===== config.mk =====
export PLATFORM = sky130hd
export DESIGN_NAME = cnn_config_loader
export DESIGN_NICKNAME = d
export VERILOG_FILES = /design/src/rtl/cnn_config_loader.sv
export SDC_FILE = /design/constraint.sdc
export NUM_CORES = 1
export LEC_CHECK = 0
export BUFFER_PORTS_ARGS = -buffer_cell sky130_fd_sc_hd__buf_2
export CAP_MARGIN = 30
export CELL_PAD_IN_SITES_DETAIL_PLACEMENT = 0
export CELL_PAD_IN_SITES_GLOBAL_PLACEMENT = 2
export CORE_UTILIZATION = 30
export CTS_CLUSTER_SIZE = 30
export DETAILED_ROUTE_END_ITERATION = 12
export PLACE_DENSITY_LB_ADDON = 0.25
export SLEW_MARGIN = 20
export SYNTH_ARGS = -nofsm -noshare
export SYNTH_HDL_FRONTEND = slang
export SYNTH_SLANG_ARGS = --single-unit

===== constraint.sdc =====
create_clock -name clk -period 2.2 [get_ports clk]
set_input_delay 0.22 -clock clk [delete_from_list [all_inputs] [get_ports clk]]
set_output_delay 0.22 -clock clk [all_outputs]
set_load 0.02 [all_outputs]

===== src/rtl/cnn_config_loader.sv =====
// Configuration sequencer for the CNN top level. It takes one byte-wide
// valid/ready stream and unpacks it into the feature weight, bias and fully
// connected weight memory write ports. When the final chunk has been written,
// it pulses convolution_enable low for one cycle to start an inference.
module cnn_config_loader #(
  parameter int NUM_FEATURES    = 3,
  parameter int KERNEL_SIZE     = 4,
  parameter int FC_CHUNKS       = 27,
  parameter int DATA_WIDTH      = 8,
  parameter int BIAS_DATA_WIDTH = 32
) (
  input  logic                                       clk,
  input  logic                                       rst_cnn,
  input  logic                                       load_start,
  input  logic                                       cfg_valid,
  input  logic signed [DATA_WIDTH-1:0]               cfg_data,
  output logic                                       cfg_ready,
  output logic [16*DATA_WIDTH-1:0]                   feature_weights_input,
  output logic [1:0]                                 feature_writeAddr,
  output logic                                       feature_WrEn,
  output logic [(NUM_FEATURES+1)*BIAS_DATA_WIDTH-1:0] bias_weights_input,
  output logic                                       bias_WrEn,
  output logic [16*DATA_WIDTH-1:0]                   fullyconnected_weights_input,
  output logic [4:0]                                 fullyconnected_writeAddr,
  output logic                                       fullyconnected_WrEn,
  output logic                                       convolution_enable,
  output logic                                       load_busy,
  output logic                                       load_done
);

  localparam int LANES  = KERNEL_SIZE * KERNEL_SIZE;
  localparam int BUF_W  = LANES * DATA_WIDTH;
  localparam int WORD_W = 16 * DATA_WIDTH;
  localparam int BIAS_W = (NUM_FEATURES + 1) * BIAS_DATA_WIDTH;

  typedef enum logic [2:0] {
    IDLE,
    FEAT,
    BIAS,
    FC,
    KICK,
    DONE
  } state_t;

  state_t           state, state_d;
  logic             strobe, strobe_d;
  logic [3:0]       byte_idx;
  logic [4:0]       chunk_idx;
  logic [BUF_W-1:0] lane_buf;
  logic [BUF_W-1:0] chunk_word;
  logic             accept;
  logic             last_byte;
  logic             ready_d;
  logic             busy_d;
  logic             done_d;
  logic             kick_d;

  assign accept     = cfg_valid && cfg_ready;
  assign last_byte  = accept && (byte_idx == 4'(LANES - 1));
  // The final byte goes straight into the output word, so no extra cycle is needed to assemble it.
  assign chunk_word = {cfg_data, lane_buf[BUF_W-DATA_WIDTH-1:0]};

  // Next-state logic for the phase FSM and the STROBE sub-phase.
  always_comb begin
    state_d  = state;
    strobe_d = strobe;
    ready_d  = 1'b0;
    busy_d   = 1'b0;
    done_d   = 1'b0;
    kick_d   = 1'b0;
    case (state)
      IDLE, DONE: if (load_start) state_d = FEAT;
      FEAT:       if (strobe && chunk_idx == 5'(NUM_FEATURES - 1)) state_d = BIAS;
      BIAS:       if (strobe) state_d = FC;
      FC:         if (strobe && chunk_idx == 5'(FC_CHUNKS - 1)) state_d = KICK;
      KICK:       state_d = DONE;
      default:    state_d = IDLE;
    endcase
    if (strobe) strobe_d = 1'b0;
    else if (last_byte) strobe_d = 1'b1;
    ready_d = (state_d == FEAT || state_d == BIAS || state_d == FC) && !strobe_d;
    busy_d  = (state_d == FEAT || state_d == BIAS || state_d == FC || state_d == KICK);
    done_d  = (state_d == DONE);
    kick_d  = (state_d == KICK);
  end

  // Registers for the phase state and the STROBE flag.
  always_ff @(posedge clk or negedge rst_cnn) begin
    if (!rst_cnn) begin
      state  <= IDLE;
      strobe <= 1'b0;
    end else begin
      state  <= state_d;
      strobe <= strobe_d;
    end
  end

  // Registered control outputs. The strobes are raised together with the STROBE flag.
  always_ff @(posedge clk or negedge rst_cnn) begin
    if (!rst_cnn) begin
      cfg_ready           <= 1'b0;
      feature_WrEn        <= 1'b1;
      bias_WrEn           <= 1'b1;
      fullyconnected_WrEn <= 1'b1;
      convolution_enable  <= 1'b1;
      load_busy           <= 1'b0;
      load_done           <= 1'b0;
    end else begin
      cfg_ready           <= ready_d;
      feature_WrEn        <= !(last_byte && state == FEAT);
      bias_WrEn           <= !(last_byte && state == BIAS);
      fullyconnected_WrEn <= !(last_byte && state == FC);
      convolution_enable  <= !kick_d;
      load_busy           <= busy_d;
      load_done           <= done_d;
    end
  end

  // Byte lane capture, chunk counting, and the data/address registers for each memory.
  always_ff @(posedge clk or negedge rst_cnn) begin
    if (!rst_cnn) begin
      byte_idx                     <= '0;
      chunk_idx                    <= '0;
      lane_buf                     <= '0;
      feature_weights_input        <= '0;
      feature_writeAddr            <= '0;
      bias_weights_input           <= '0;
      fullyconnected_weights_input <= '0;
      fullyconnected_writeAddr     <= '0;
    end else begin
      if (accept) begin
        byte_idx <= last_byte ? '0 : byte_idx + 4'd1;
        for (int unsigned k = 0; k < LANES; k++) begin
          if (byte_idx == 4'(k)) lane_buf[k*DATA_WIDTH +: DATA_WIDTH] <= cfg_data;
        end
      end
      if (last_byte) begin
        case (state)
          FEAT: begin
            feature_weights_input <= WORD_W'(chunk_word);
            feature_writeAddr     <= chunk_idx[1:0];
          end
          BIAS: bias_weights_input <= BIAS_W'(chunk_word);
          FC: begin
            fullyconnected_weights_input <= WORD_W'(chunk_word);
            fullyconnected_writeAddr     <= chunk_idx;
          end
          default: ;
        endcase
      end
      if (strobe) chunk_idx <= (state_d == state) ? chunk_idx + 5'd1 : '0;
    end
  end

endmodule

==> impl_metrics.toml, run 1 <==
[outcome]
status = "complete, no violations"

[place]
dp_cells = 2473
place.gp.congestion = 0.747
postPlaceCellArea_um2 = 23300
pre_cts_ws_ps = 87.4
dp.final_hpwl_um = 38700
port_buffers = 409

[sta]
min_period_ps = 2110
finalCritPeriodShare_pct = 95.9
setup_tns_ps = 0
slew_headroom_pct = 46.2
slew_violations = 0
setup_ws_ps = 91.1
finalHoldViolCount = 0
worst_slew_pin_slew_ps = 807
skew_ps = 28.7
finalSetupViolCount = 0
fmax_mhz = 474

[worst_setup_path]
r2r_start = "cfg_ready"
path_class = "register to register"
worstPathMaxFanout = 8
ff2ff_setup_slack_ps = 90
reg2reg_to = "feature_weights_input[70]"
cp.arrival_ps = 2600
reg2reg_depth = 7
required_ps = 2690
worstSetupEndpoint = "feature_weights_input[70]"
crit_start = "cfg_ready"
cp-start-kind = "register"
end_kind = "register"

[logic_synthesis]
postSynthAreaPerCell_um2 = 16.5
synth_seq_cells = 531
netlist_area_um2 = 20000
synth_nets = 1232
synth_edf_count = 0
yosysSeqAreaShare_pct = 66.5
netlist_top_cells_area = "dfrtp_1, mux2_2, mux2_1"
synthArstFlopShare_pct = 100
yosysTopAreaCellShare_pct = 66.0
ys_types = 34
syn-instance-count = 1214
synth_top_area_cell = "dfrtp_1"
ys_warn_count = 0
ys.flop_type = "dfrtp_1"

[global_routing]
grt_max_degree = 75
grt.overflow.total = 0
grt_pass1_vias = 12500
antenna_found_initial = 5
grt_usage_pct = 16.7
grt_pass1_wl_um = 84400

[finish]
fillers = 6360
fin_area_um2 = 25500
area_delta_synth_final_pct = 27.7
mostFrequentLayoutCell = "dfrtp_1"
fin_cells = 2597
nets = 1700
drive_gt1_share_pct = 56.7
post-route-util_pct = 38.7
final_cell_mix = "dfrtp_1, mux2_2, buf_2"

[clock_network]
cts_tree = "yes"
htree_num_levels = 2
cts_inserted_buffers = 59
insertion_delay_ps = 620
cts.sinks = 531
ctsRootBufferMaster = "clkbuf_16"
clk_pin_slew_ps = 60
cts_max_path_buffers = 3

[floorplanning]
die_h_um = 260
die_w_um = 260
die_area_um2 = 67600
coreArea_um2 = 65900
start_util_pct = 30.3
ios = 410
rows = 94

[power]
powerDensity_nw_per_um2 = 1090
leakage_nw = 14.0
ir_drop_uv = 569

[route]
vias = 11900
wire_per_inst_um = 22.4
drt_iter0_markers = 518
drc = 0
via_per_inst = 4.57
firstDrtPassIters = 4
postRouteAntennaNets = 0
wl_um = 58100

[flow_run]
drv_cap = 0

[worst_hold_path]
hold_class = "input pin to register"
==> power by group <==
part	internal, W	leakage, nW	switching [W]
registers	0.0116	7.16	0.00170
clock network	0.00568	0.951	0.00397
logic	0.00213	5.85	0.00262
==> metal layers <==
metal	vias up	global-route usage (%)	wire, um
met3	56	5.47	4430
li1	5235	-	-
met4	0	3.48	823
met1	6271	22.3	25400
met5	-	0	0
met2	318	26.4	27500
==> synth_stat cells (2+ instances only) <==
cell type	instances
o211ai_1	2
ha_1	6
dfstp_2	4
o22ai_1	3
nor3b_1	2
nand2_1	31
nand2b_1	3
mux2_2	417
nand3_1	4
inv_1	11
nor2_1	9
and3_1	4
dfrtp_1	527
nor3_1	2
buf_6	9
o21ai_0	15
buf_2	35
mux2_1	89
a21oi_1	8
nand4_1	4
and2_1	2
clkbuf_1	15
==> flip-flops by register name (all words and copies together) (netlist names), 2 cells and up <==
register,flops
bias_weights_input,128
feature_weights_input,128
fullyconnected_weights_input,128
lane_buf,120
chunk_idx,5
fullyconnected_writeAddr,5
byte_idx,4
state,3
feature_writeAddr,2
==> cell type report <==
class                           instances  area [um2]  share of cell area (%)
Antenna cell                            2        5.00                  0.0196
Clock buffer                           95        1790                    7.02
Clock inverter                         15         149                   0.584
Inverter                               11        41.3                   0.162
Multi-Input combinational cell        612        6310                    24.7
Sequential cell                       531       13300                    52.1
Tap cell                              864        1080                    4.24
Timing Repair Buffer                  467        2840                    11.1
==> critical path, cell delays in order (launching register included) <==
cell and delay, ps:
dfrtp_1 360, and2_4 150, and3_4 220, nand2_4 70, nor4_4 360, buf_6 270, clkbuf_16 210, mux2_2 330
==> metrics by stage <==
stage	hold slack [ps]	power (W)
2_1_floorplan	-75.6	0.0158
3_3_place_gp	219	0.0182
3_5_place_dp	215	0.0183
4_1_cts	76.2	0.0282
5_1_grt	96.5	0.0292
6_report	110	0.0277
==> worst min-delay path by stage <==
stage	from	end	slack, ps	depth (start not counted)
after global routing	cfg_valid	byte_idx[0]	100	4
final	cfg_valid	byte_idx[1]	110	4
after global placement	rst_cnn	feature_weights_input[93]	220	1
after CTS	cfg_valid	byte_idx[1]	80	4
after detailed placement	rst_cnn	feature_weights_input[93]	210	1
after floorplan	rst_cnn	bias_weights_input[0]	-80	0
==> cells by family after synthesis <==
family	Yosys count	synth area share [%]
AND/OR/NAND/NOR	65	1.60
multiplexers	506	28.5
AO/OA/AOI/OAI	33	0.952
buffers and inverters	71	1.95
XOR/XNOR	2	0.0877
adder cells (fa/ha/maj)	6	0.376
flip-flops	531	66.5
==> what timing repair did <==
item | in CTS | in global routing
hold buffers | 2 | 0
hold endpoints to repair | 43 | 0
setup endpoints to repair | 0 | 51
setup buffers | 0 | 2
resized for setup | 0 | 16
No activity file was read; power rests on OpenSTA's default activity.
==> run 2: changes to the inputs <==
Settings changed: CTS_BUF_LIST from default to sky130_fd_sc_hd__clkbuf_4 sky130_fd_sc_hd__clkbuf_8.
Clock period 2.2 ns to 2.5 ns, I/O delays scaled along.
==> run 2 against run 1 <==
Routed wire length decreased by 1.0%. Total power decreased by 12%. Register-to-register slack improved by 170 ps. Non-clock buffer count decreased by 26. Highest routed layer unchanged. Global-route usage increased by 0.37 points. Critical endpoint unchanged. Cell count increased by 1.4%. Critical path type unchanged. Core utilization decreased by 0.30 points. Via count increased by 1.5%. Die area unchanged. Worst hold slack improved by 33 ps.
==> impl_metrics.toml, run 2 (synthesized netlist as in run 1, its figures left out) <==
[power]
powerDensity_nw_per_um2 = 968
leakage_nw = 13.9
p_int_w = 0.0171
netSwitchingFraction_pct = 30.1
p_sw_w = 0.00738
seq_power_share_pct = 47.8
p_clk_share_pct = 35.8
ir_drop_uv = 393
combPwrFrac_pct = 16.5

[place]
port_buffers = 409
place.gp.congestion = 0.729
dp.final_hpwl_um = 38000

[worst_setup_path]
path_class = "register to register"
max_stage_delay_ps = 390
path_cells = "and2_1, and3_1, nand2_1, nor4_4, buf_12, mux2_2"
required_ps = 3050
worst_path_max_delay_cell = "mux2_2"
crit_family = "simple AND/OR/NAND/NOR gates"
path_buf_inv = 1
cp-start-kind = "register"
end_kind = "register"
cp.arrival_ps = 2780
worstPathMaxFanout = 65

[clock_network]
htree_num_levels = 3
insertion_delay_ps = 680
cts_max_path_buffers = 3
clk_pin_slew_ps = 60
cts_inserted_buffers = 95
cts_resized = 0
cts.sinks = 531
ctsRootBufferMaster = "clkbuf_8"
cts_tree = "yes"

[finish]
fillers = 6386
area_delta_synth_final_pct = 26.7
drive_gt1_share_pct = 58.4
post-route-util_pct = 38.4
reg.largest.list = "bias_weights_input: 128 flops, feature_weights_input: 128 flops, fullyconnected_weights_input: 128 flops"
final_cell_mix = "dfrtp_1, mux2_2, buf_2"
nets = 1710
mostFrequentLayoutCell = "dfrtp_1"

[global_routing]
grt_pass1_wl_um = 85600
grt.overflow.total = 0
grt_usage_pct = 17.1
grt_pass1_vias = 12700
grt_max_degree = 72
antenna_found_initial = 4

[floorplanning]
die_h_um = 260
coreArea_um2 = 65900
die_w_um = 260
die_area_um2 = 67600
start_util_pct = 30.3
ios = 410
rows = 94

[route]
drt_iter0_markers = 525
postRouteAntennaNets = 0
firstDrtPassIters = 7
vias = 12100
wl_um = 57500
drc = 0
wire_per_inst_um = 21.8
via_per_inst = 4.58

[sta]
finalSetupViolCount = 0
rsz0062_at_grt = "false"
min_period_ps = 2240
finalHoldViolCount = 0
setup_tns_ps = 0
slew_headroom_pct = 46.7
fmax_mhz = 447
slew_violations = 0
worst_slew_pin_slew_ps = 799
skew_ps = 22.6
finalCritPeriodShare_pct = 89.5

[worst_hold_path]
hold_class = "input pin to asynchronous set/reset pin"

[outcome]
status = "complete, no violations"

[flow_run]
drv_cap = 0
-- run 2: cell type report --
class                   count  area, um2  share of cell area [%]
inverters                  11       41.3                   0.163
clock inverters            17        179                   0.707
multi-input cells         612       6300                    24.9
flip-flops and latches    531      13300                    52.5
well taps                 864       1080                    4.27
diodes                      4       10.0                  0.0395
clock buffers             153       1920                    7.58
repair buffers            441       2490                    9.85
-- run 2: power groups by stage --
| stage | Combinational, W | Sequential (W) | Clock, W |
|---|---|---|---|
| 6_report | 0.00404 | 0.0117 | 0.00877 |
| 5_1_grt | 0.00440 | 0.0120 | 0.00951 |
| 4_1_cts | 0.00413 | 0.0118 | 0.00912 |
| 3_5_place_dp | 0.00412 | 0.0119 | 0 |
| 3_3_place_gp | 0.00403 | 0.0119 | 0 |
| 2_1_floorplan | 0.00186 | 0.0121 | 0 |
-- run 2: routing by layer --
layer	vias to the layer above	track usage, %	share of wire, %
li1	5286	-	-
met3	73	6.23	8.9
met1	6345	22.0	43
met4	0	5.38	1.8
met5	-	0	0
met2	354	26.6	47
-- run 2: worst paths after layout --
| check | slack [ps] | cells past startpoint | startpoint | endpoint |
|---|---|---|---|---|
| worst max-delay path | 260 | 6 | cfg_ready | feature_weights_input[70] |
| worst min-delay path | 140 | 2 | rst_cnn | bias_weights_input[85] |
| worst max register to register | 260 | 6 | cfg_ready | feature_weights_input[70] |
| worst min register to register | 480 | 1 | feature_weights_input[37] | feature_weights_input[37] |
| max in group asynchronous | 1440 | 3 | rst_cnn | fullyconnected_weights_input[96] |
| min in group clk | 260 | 2 | cfg_data[7] | lane_buf[111] |
-- run 2: per-stage QoR --
step / setup WS [ps] / hold WS [ps] / cell area, um2 / instances / total power, W
CTS: 251 / 150 / 25300 / 2629 / 0.0250
finish: 263 / 143 / 25300 / 2633 / 0.0245
floorplan: 374 / -45.6 / 20000 / 1214 / 0.0139
global placement: 312 / 323 / 23200 / 2456 / 0.0159
detailed placement: 260 / 324 / 23200 / 2456 / 0.0160
global route: 98.4 / 164 / 25300 / 2630 / 0.0259
-- run 2: worst reg2reg max path, cell delays in order, from the launching register on --
cell and delay (ps):
dfrtp_1 360, and2_1 150, and3_1 270, nand2_1 150
nor4_4 310, buf_12 360, mux2_2 500
-- run 2: timing repair --
| action | 4_1_cts | 5_1_grt |
|---|---|---|
| setup endpoints to repair | 0 | 0 |
| hold endpoints to repair | 62 | 0 |
| hold buffers | 3 | 0 |
| buffers inserted | 0 | 0 |
==> run 3: changes to the inputs <==
Settings changed: RECOVER_POWER from default to 100.
Clock period 2.5 ns to 2.2 ns, I/O delays scaled along.
==> run 3 against run 2 <==
The flow now finishes with violations (capacitance limit, slew limit). Core utilization is 0.42 points lower. Cell count rose by 0.80%. First-iteration DRC count is 4.8% higher. Critical endpoint is now feature_weights_input[23]. Largest power group unchanged.
==> impl_metrics.toml, run 3 (synthesized netlist as in run 1, its figures left out) <==
[worst_setup_path]
cp.arrival_ps = 2640
path_class = "register to register"
ff2ff_setup_slack_ps = 120
reg2reg_depth = 7
reg2reg_to = "feature_weights_input[23]"
path_cells = "and2_1, and3_2, nand2_2, nor4_4, buf_4, buf_16, mux2_1"
worstPathMaxFanout = 17
required_ps = 2750
max_stage_delay_ps = 350
cp-start-kind = "register"
r2r_start = "cfg_ready"
end_kind = "register"
path_buf_inv = 2
crit_family = "simple AND/OR/NAND/NOR gates"
worst_path_max_delay_cell = "dfrtp_1"

[sta]
fmax_mhz = 480
worst_slew_pin_slew_ps = 1700
slew_violations = 47
slew_headroom_pct = -13.1
min_period_ps = 2080
finalSetupViolCount = 0
finalCritPeriodShare_pct = 94.7
skew_ps = 33.8
finalHoldViolCount = 0
hold_ws_ps = 206

[place]
port_buffers = 409
place.gp.congestion = 0.747
dp.final_hpwl_um = 38700

[floorplanning]
rows = 94
start_util_pct = 30.3
die_w_um = 260
coreArea_um2 = 65900
die_area_um2 = 67600
die_h_um = 260
ios = 410

[clock_network]
cts_max_path_buffers = 3
cts_tree = "yes"
cts.sinks = 531
insertion_delay_ps = 690
htree_num_levels = 3
clk_pin_slew_ps = 60
cts_inserted_buffers = 93
ctsRootBufferMaster = "clkbuf_8"

[route]
firstDrtPassIters = 4
wire_per_inst_um = 21.9
vias = 12100
postRouteAntennaNets = 0
drc = 0
wl_um = 58200
drt_iter0_markers = 550
via_per_inst = 4.57

[global_routing]
grt_max_degree = 75
grt_pass1_wl_um = 85100
antenna_found_initial = 4
grt.overflow.total = 0
grt_usage_pct = 16.9
grt_pass1_vias = 12800

[power]
powerDensity_nw_per_um2 = 1110
finalPower_w = 0.0278
ir_drop_uv = 552
leakage_nw = 12.3

[worst_hold_path]
holdPathStages = 2
hold_class = "input pin to register"
min_from = "cfg_data[7]"
whs_endpoint = "lane_buf[103]"

[finish]
fillers = 6568
drive_gt1_share_pct = 36.5
mostFrequentLayoutCell = "dfrtp_1"
final_cell_mix = "dfrtp_1, mux2_2, clkbuf_1"
area_delta_synth_final_pct = 25.3
reg.largest.list = "bias_weights_input: 128 flops, feature_weights_input: 128 flops, fullyconnected_weights_input: 128 flops"
nets = 1731

[flow_run]
drv_cap = 1

[outcome]
violations = "capacitance limit, slew limit"
status = "finished, violations left"
-- run 3: cell type report --
| cell class | instances | area [um2] | share of cell area, % |
|---|---|---|---|
| flip-flops and latches | 531 | 13300 | 53.1 |
| multi-input cells | 612 | 6300 | 25.2 |
| repair buffers | 464 | 2210 | 8.81 |
| clock buffers | 151 | 1900 | 7.58 |
| well taps | 864 | 1080 | 4.32 |
| clock inverters | 18 | 210 | 0.839 |
| inverters | 11 | 41.3 | 0.165 |
| diodes | 3 | 7.51 | 0.0300 |
-- run 3: worst max-delay path by stage --
stage | endpoint | startpoint | slack, ps | cells after the start
finish | feature_weights_input[23] | cfg_ready | 120 | 7
global route | feature_weights_input[3] | cfg_ready | -4 | 7
detailed placement | feature_weights_input[53] | cfg_ready | 90 | 6
CTS | feature_weights_input[63] | cfg_ready | 60 | 7
floorplan | feature_weights_input[0] | cfg_ready | 70 | 9
global placement | feature_weights_input[55] | cfg_ready | 110 | 6
-- run 3: report_power, final --
group	internal [W]	switching, W
logic	0.00189	0.00261
clock network	0.00584	0.00416
registers	0.0116	0.00171
total	0.0194	0.00849
-- run 3: routing by layer --
layer | GRT usage (%) | wire, um | up-vias
met3 | 5.71 | 4710 | 104
met4 | 5.83 | 1520 | 0
met2 | 26.3 | 27000 | 377
met1 | 22.0 | 25000 | 6319
met5 | 0 | 0 | -
li1 | - | - | 5325
-- run 3: metrics by stage --
step | instance area [um2] | setup slack, ps | util, % | cells | setup TNS (ps)
2_1_floorplan | 20000 | 73.7 | - | 1214 | 0
4_1_cts | 25500 | 62.0 | 38.7 | 2645 | 0
5_1_grt | 25000 | -4.45 | 38.0 | 2651 | -24.0
6_report | 25000 | 117 | 38.0 | 2654 | 0
3_5_place_dp | 23300 | 87.4 | 35.4 | 2473 | 0
3_3_place_gp | 23300 | 109 | 35.4 | 2473 | 0
-- run 3: repair_timing --
item                                    CTS  global route
setup buffers                             0             2
hold endpoints to repair                500             0
hold buffers                              3             0
resized for setup                         0            11
endpoints found under the setup margin    0            40
